--- src/rtl/axi_lite_slave_mem.sv ---
// AXI4-Lite slave backed by a 2**ADDR_W x 32-bit word memory.
// The read and write channels run as independent FSMs; out-of-range addresses return SLVERR.
module axi_lite_slave_mem #(
  parameter int ADDR_W = 6
) (
  input  logic        clk,
  input  logic        rst,
  input  logic [31:0] AWADDR,
  input  logic        AWVALID,
  output logic        AWREADY,
  input  logic [31:0] WDATA,
  input  logic [3:0]  WSTRB,
  input  logic        WVALID,
  output logic        WREADY,
  output logic [1:0]  BRESP,
  output logic        BVALID,
  input  logic        BREADY,
  input  logic [31:0] ARADDR,
  input  logic        ARVALID,
  output logic        ARREADY,
  output logic [31:0] RDATA,
  output logic [1:0]  RRESP,
  output logic        RVALID,
  input  logic        RREADY
);

  localparam int DEPTH = 2 ** ADDR_W;
  localparam logic [1:0] RESP_OKAY   = 2'b00;
  localparam logic [1:0] RESP_SLVERR = 2'b10;

  typedef enum logic {R_IDLE, R_DATA} r_state_t;
  typedef enum logic {W_IDLE, W_RESP} w_state_t;

  r_state_t r_state;
  w_state_t w_state;

  logic [31:0] mem [DEPTH];

  logic        aw_held;
  logic        w_held;
  logic [31:0] aw_addr;
  logic [31:0] w_data;
  logic [3:0]  w_strb;

  logic        aw_hs;
  logic        w_hs;
  logic        commit;
  logic [31:0] eff_addr;
  logic [31:0] eff_data;
  logic [3:0]  eff_strb;

  // Only the low ADDR_W+2 address bits may be set for an in-range access.
  function automatic logic in_range(input logic [31:0] addr);
    return (addr >> (ADDR_W + 2)) == 32'd0;
  endfunction

  // Ready/valid strobes come from registered state only, never from VALID inputs.
  assign ARREADY = (r_state == R_IDLE);
  assign RVALID  = (r_state == R_DATA);
  assign AWREADY = (w_state == W_IDLE) && !aw_held;
  assign WREADY  = (w_state == W_IDLE) && !w_held;
  assign BVALID  = (w_state == W_RESP);

  always_comb begin
    aw_hs    = AWVALID && AWREADY;
    w_hs     = WVALID && WREADY;
    eff_addr = aw_held ? aw_addr : AWADDR;
    eff_data = w_held ? w_data : WDATA;
    eff_strb = w_held ? w_strb : WSTRB;
    commit   = (w_state == W_IDLE) && (aw_held || aw_hs) && (w_held || w_hs);
  end

  always_ff @(posedge clk) begin
    if (!rst && commit && in_range(eff_addr)) begin
      for (int b = 0; b < 4; b++) begin
        if (eff_strb[b]) begin
          mem[eff_addr[ADDR_W+1:2]][8*b +: 8] <= eff_data[8*b +: 8];
        end
      end
    end
  end

  // Reading mem here sees the pre-write value when a commit hits the same word on this edge.
  always_ff @(posedge clk) begin
    if (rst) begin
      r_state <= R_IDLE;
      RDATA   <= 32'd0;
      RRESP   <= RESP_OKAY;
    end else begin
      case (r_state)
        R_IDLE: begin
          if (ARVALID) begin
            RDATA   <= in_range(ARADDR) ? mem[ARADDR[ADDR_W+1:2]] : 32'd0;
            RRESP   <= in_range(ARADDR) ? RESP_OKAY : RESP_SLVERR;
            r_state <= R_DATA;
          end
        end
        R_DATA: begin
          if (RREADY) begin
            r_state <= R_IDLE;
          end
        end
      endcase
    end
  end

  always_ff @(posedge clk) begin
    if (rst) begin
      w_state <= W_IDLE;
      aw_held <= 1'b0;
      w_held  <= 1'b0;
      aw_addr <= 32'd0;
      w_data  <= 32'd0;
      w_strb  <= 4'd0;
      BRESP   <= RESP_OKAY;
    end else begin
      case (w_state)
        W_IDLE: begin
          if (commit) begin
            BRESP   <= in_range(eff_addr) ? RESP_OKAY : RESP_SLVERR;
            aw_held <= 1'b0;
            w_held  <= 1'b0;
            w_state <= W_RESP;
          end else begin
            if (aw_hs) begin
              aw_held <= 1'b1;
              aw_addr <= AWADDR;
            end
            if (w_hs) begin
              w_held <= 1'b1;
              w_data <= WDATA;
              w_strb <= WSTRB;
            end
          end
        end
        W_RESP: begin
          if (BREADY) begin
            w_state <= W_IDLE;
          end
        end
      endcase
    end
  end

endmodule

--- config.mk ---
export PLATFORM = sky130hd
export DESIGN_NAME = axi_lite_slave_mem
export DESIGN_NICKNAME = d
export VERILOG_FILES = /design/src/rtl/axi_lite_slave_mem.sv
export SDC_FILE = /design/constraint.sdc
export NUM_CORES = 2
export LEC_CHECK = 0
export CELL_PAD_IN_SITES_DETAIL_PLACEMENT = 1
export CELL_PAD_IN_SITES_GLOBAL_PLACEMENT = 1
export CORE_MARGIN = 1
export CORE_UTILIZATION = 46
export CTS_BUF_LIST = sky130_fd_sc_hd__clkbuf_4 sky130_fd_sc_hd__clkbuf_8
export DETAILED_ROUTE_END_ITERATION = 6
export GPL_TIMING_DRIVEN = 0
export PLACE_DENSITY_LB_ADDON = 0.2
export SETUP_SLACK_MARGIN = 0.02
export SKIP_CTS_REPAIR_TIMING = 1
export SLEW_MARGIN = 40
export SYNTH_ARGS = -nofsm -noshare
export SYNTH_HDL_FRONTEND = slang
export SYNTH_SLANG_ARGS = --single-unit
--- constraint.sdc ---
create_clock -name clk -period 3.05 [get_ports clk]
set_input_delay 0.915 -clock clk [delete_from_list [all_inputs] [get_ports clk]]
set_output_delay 0.915 -clock clk [all_outputs]
set_load 0.01 [all_outputs]
Word-level counts from Yosys, hierarchy flattened
Memory sizes are Yosys's and may differ from the RTL's.
Cells that the tools add are included.
- register bits: 108
- RAM bits: 2048
- input bits: 107
- output and inout port bits: 41
- word-level logic and storage cells: 65
- memories: 1
- mux-type cells: 28
- bitwise logic cells: 3
- reductions and logical operators: 23
- memories (name ; words ; bits a word ; read ports ; clocked after memory_dff ; write ports ; line ; text):
    mem ; 64 ; 32 ; 1 ; 0 ; 1 ; 37 ; logic [31:0] mem [DEPTH];
- operators by type and width (cell ; count):
    32-bit two-way mux ; 3
    32-bit zero test ; 2
    1-bit two-way mux ; 20
    1-bit logical AND ; 8
    2-bit AND reduction ; 4
    3-bit AND reduction ; 2
    2-bit two-way mux ; 2
    4-bit two-way mux ; 1
    1-bit one-hot mux with 2 select lines ; 2
    2-bit nonzero test ; 2
    1-bit zero test ; 3
    1-bit inverter ; 3
    1-bit logical OR ; 2

Depth between registers and ports, before layout
- depth in word-level cells: 10
- mapped depth: 11

Worst setup path before layout
No wires, ideal clock.
- path kind: input-to-reg
- start: input port AWADDR[20]
- end: memory mem[10][0], enable pin
- arrival: 2.738 ns
- setup slack: -0.059 ns
- stages: 6
- path buffers: 1
- cell sequence: nor4_1 -> a21oi_1 -> a211oi_2 -> o2111ai_4 -> buf_2 -> nor2_1
- longest elaborated chain between the ends: 5
- RTL lines (what ; line ; text):
    start, declared ; 8 ; input logic [31:0] AWADDR,
    32-bit two-way mux ; 67 ; eff_addr = aw_held ? aw_addr : AWADDR;
    32-bit zero test ; 54 ; return (addr >> (ADDR_W + 2)) == 32'd0;
    1-bit logical AND ; 74 ; if (!rst && commit && in_range(eff_addr)) begin
    1-bit two-way mux ; 74 ;
    1-bit two-way mux (implied by the code) ; 77 ; mem[eff_addr[ADDR_W+1:2]][8*b +: 8] <= eff_data[8*b +: 8];
    end, declared ; 37 ;
No other way between the ends.

Worst setup path in the final report
- start: register aw_held
- end: memory mem[5][8], enable pin
- longest elaborated chain between the ends: 10
- RTL lines (what ; line ; text):
    start, declared ; 39 ; logic aw_held;
    start signal, assigned ; 110 ; aw_held <= 1'b0;
    start signal, assigned ; 121 ; aw_held <= 1'b0;
    start signal, assigned ; 126 ; aw_held <= 1'b1;
    1-bit zero test ; 60 ; assign AWREADY = (w_state == W_IDLE) && !aw_held;
    1-bit logical AND ; 60 ;
    1-bit logical AND ; 65 ; aw_hs = AWVALID && AWREADY;
    1-bit logical OR ; 70 ; commit = (w_state == W_IDLE) && (aw_held || aw_hs) && (w_held || w_hs);
    1-bit logical AND (2 in series) ; 70 ;
    1-bit logical AND (2 in series) ; 74 ;
    1-bit two-way mux ; 74 ;
    1-bit two-way mux (implied by the code) ; 77 ;
Several ways; a longest one is shown, not always the timed one.

==> metrics.txt <==
status finished, violations left; violated checks DRC, setup timing; RSZ-0062 raised after global routing yes; CTS max path bufs 4; Layout area overhead 19.75%; Nets 4999; max_slew headroom 31.63%; top-count cell post-synth edfxtp_1; Layout fillers between 15000 and 20000; P_leak ~32 nW; top_reg_cell synth edfxtp_1; Area contributors post-synth edfxtp_1 73%, mux4_2 13%, dfxtp_1 2.5%; H-tree levels 5; Max Cap Viol 0; Num CTS Buffers ~360; Slew @ Worst Pin 1023 ps; row cnt between 150 and 200; Setup Viol. Count Final ~390; top cells by count, synth 2048 x edfxtp_1, 478 x mux4_2, 333 x nor2_1; design internal power 47.83 mW; sequential area share after synthesis 75.83%; worst clock skew between 90 and 100 ps; HPWL after DPL roughly 240000 um; largest net degree at the start of global routing 65; Remaining DRCs 2; number of global-route vias before repair roughly 50000; Mapped Cells between 4000 and 5000; layout cells sized above 1 between 30% and 40%; non-filler cells in the finished layout approximately 7500; antenna violations before repair 23; Synth Area per Inst 19.56 sq um; Clock transition at path regs roughly 60 ps; placed insts just under 7000; IO Pins between 100 and 150; #FFs+latches synth between 2000 and 2500; combinational fraction of design power about 8%; Routed wire per std cell between 40 and 50 um; number of enable flip-flop cells after synthesis 2048; initial DRC count between 9000 and 10000; reg2reg setup slack -340 ps; Final GP Congestion roughly 1.0; CP Class flop to flop; ys async rst share 0%; Peak Freq 295.0 MHz; crit path launch type flop; final hold vios 0; Sw Pwr roughly 16 mW; TritonRoute pass-1 iters 7; # clock sinks 2152; Die X about 430 um; Hold Path Class input port to flop; DR vias between 50000 and 60000; Port-buffer cells around 140; Worst Path Max Fanout 10; clock root buffer clkbuf_8; clock network fraction of total power 40.6%; Yosys top cell by area edfxtp_1; Synth cell types between 60 and 70; element type at the critical path end flop; die footprint 0.1840 sq mm; area share of the largest cell type after synthesis 73.35%; Initial Utilization a little under half; WP data required 3780 ps; data arrival time of the worst path 4120 ps; post-route cell area 0.1004 sq mm; core area about 0.18 sq mm; Post-DP Area approximately 0.09 sq mm; Tcrit/Tclk final 111.1%; antenna-violating nets left 0; CTS tree built; Die Height between 400 and 500 um; gr ovfl total 0; Ys Warns 0; GRT Total Usage around two fifths; Setup WS post-layout -339.6 ps; mapped cell area around 0.084 sq mm; Power Dens Cells roughly 630 mW/mm^2; first-pass GRT wire length about 470000 um; Sw Share roughly 25%; drt total wl approximately 360000 um; Via-to-Cell Ratio roughly 7; clk_lat worst skew 1130 ps; fin crit period about 3400 ps; Flop pwr share between 50% and 60%; Pins Over Slew Limit 0; Worst VDD drop 0.5188 mV
## sequential cells by signal, summed over array words and instances, names as in the netlist
signal   cells
w_held       1
BVALID       1
w_data      32
RDATA       32
RVALID       1
RRESP        1
BRESP        1
aw_addr     30
aw_held      1
mem       2048
w_strb       4
## power by group through the flow
stage | clock (mW) | combinational (mW) | sequential, mW
finish | 25.8 | 5.10 | 32.7
floorplan | 0 | 2.01 | 33.3
detailed placement | 0 | 4.64 | 33.4
global route | 26.8 | 4.97 | 32.7
global placement | 0 | 4.36 | 33.4
CTS | 25.7 | 4.65 | 32.7
## final timing paths
| kind | startpoint | to | depth (start not counted) |
|---|---|---|---|
| worst max-delay path | aw_held$_SDFFE_PP0P_ | mem[5][8]$_DFFE_PP_ | 6 |
| worst min register to register | w_data[27]$_SDFFE_PP0P_ | w_data[27]$_SDFFE_PP0P_ | 2 |
| worst min-delay path | WDATA[19] | w_data[19]$_SDFFE_PP0P_ | 3 |
| worst max register to register | aw_held$_SDFFE_PP0P_ | mem[5][8]$_DFFE_PP_ | 6 |
## per-stage QoR
stage          worst slack (ps)  hold WS (ps)  utilization, %  TNS (ps)  total power, mW
2_1_floorplan             33.10         431.3               -         0            35.35
3_3_place_gp              -3325         438.6           48.74  -4679110            37.73
3_5_place_dp              -2280         450.3           49.79  -2699670            37.99
4_1_cts                   -1207         355.1           53.64  -1502190            63.06
5_1_grt                  -313.5         408.5           55.46    -61610            64.49
6_report                 -339.6         418.8           55.49    -51740            63.64
## layout by cell type, fill, tap and decap left out, drive strengths merged, types with 19 or more instances in the layout
cell type and count:
nand2 290, nand2b 22, dfxtp 104, edfxtp 2048, nor2 334, clkdlybuf4s50 134
o21ai 33, nor3 23, a211oi 19, a22oi 39, mux4 478, o22ai 109
nand3 39, nor2b 22, nor4 31, clkbuf 614, mux2i 92, mux2 73
a21oi 112, diode 20, buf 246, clkinv 95
## layer usage
layer / global-route usage [%] / vias up / routed length [um]
met2: 54.73 / 4676 / 153600
met4: 27.91 / 24 / 30260
met1: 48.08 / 27500 / 124000
met3: 18.17 / 1264 / 55940
li1: - / 18880 / -
met5: 3.044 / - / 960
## critical path, stage by stage, from the launching register on
cell      delay (ps)
dfxtp_1          300
clkbuf_4         230
clkbuf_2         300
mux2_2           490
nor2_2           520
nand2_2          620
nor2_4           570
## final cells by class
| cell class | count | area [sq um] | area share, % |
|---|---|---|---|
| diodes | 20 | 50.05 | 0.04985 |
| plain buffers | 239 | 1713 | 1.706 |
| clock buffers | 516 | 6289 | 6.264 |
| clock inverters | 112 | 678.2 | 0.6755 |
| inverters | 12 | 52.55 | 0.05234 |
| multi-input cells | 1881 | 21640 | 21.55 |
| flip-flops and latches | 2152 | 63580 | 63.33 |
| well taps | 2370 | 2965 | 2.954 |
| repair buffers | 242 | 3428 | 3.415 |
## logic make-up (layout without fill, tap and decap cells)
logic type | count (synthesis) | in the layout | share of synthesized area [%]
flops | 2152 | 2152 | 75.83
mux | 643 | 643 | 14.92
other cells | 1 | 22 | 0.004473
buf+inv | 254 | 1121 | 1.616
simple gates | 810 | 810 | 4.174
compound gates | 426 | 426 | 3.453
Note: power is estimated with default switching activity, not from simulation.
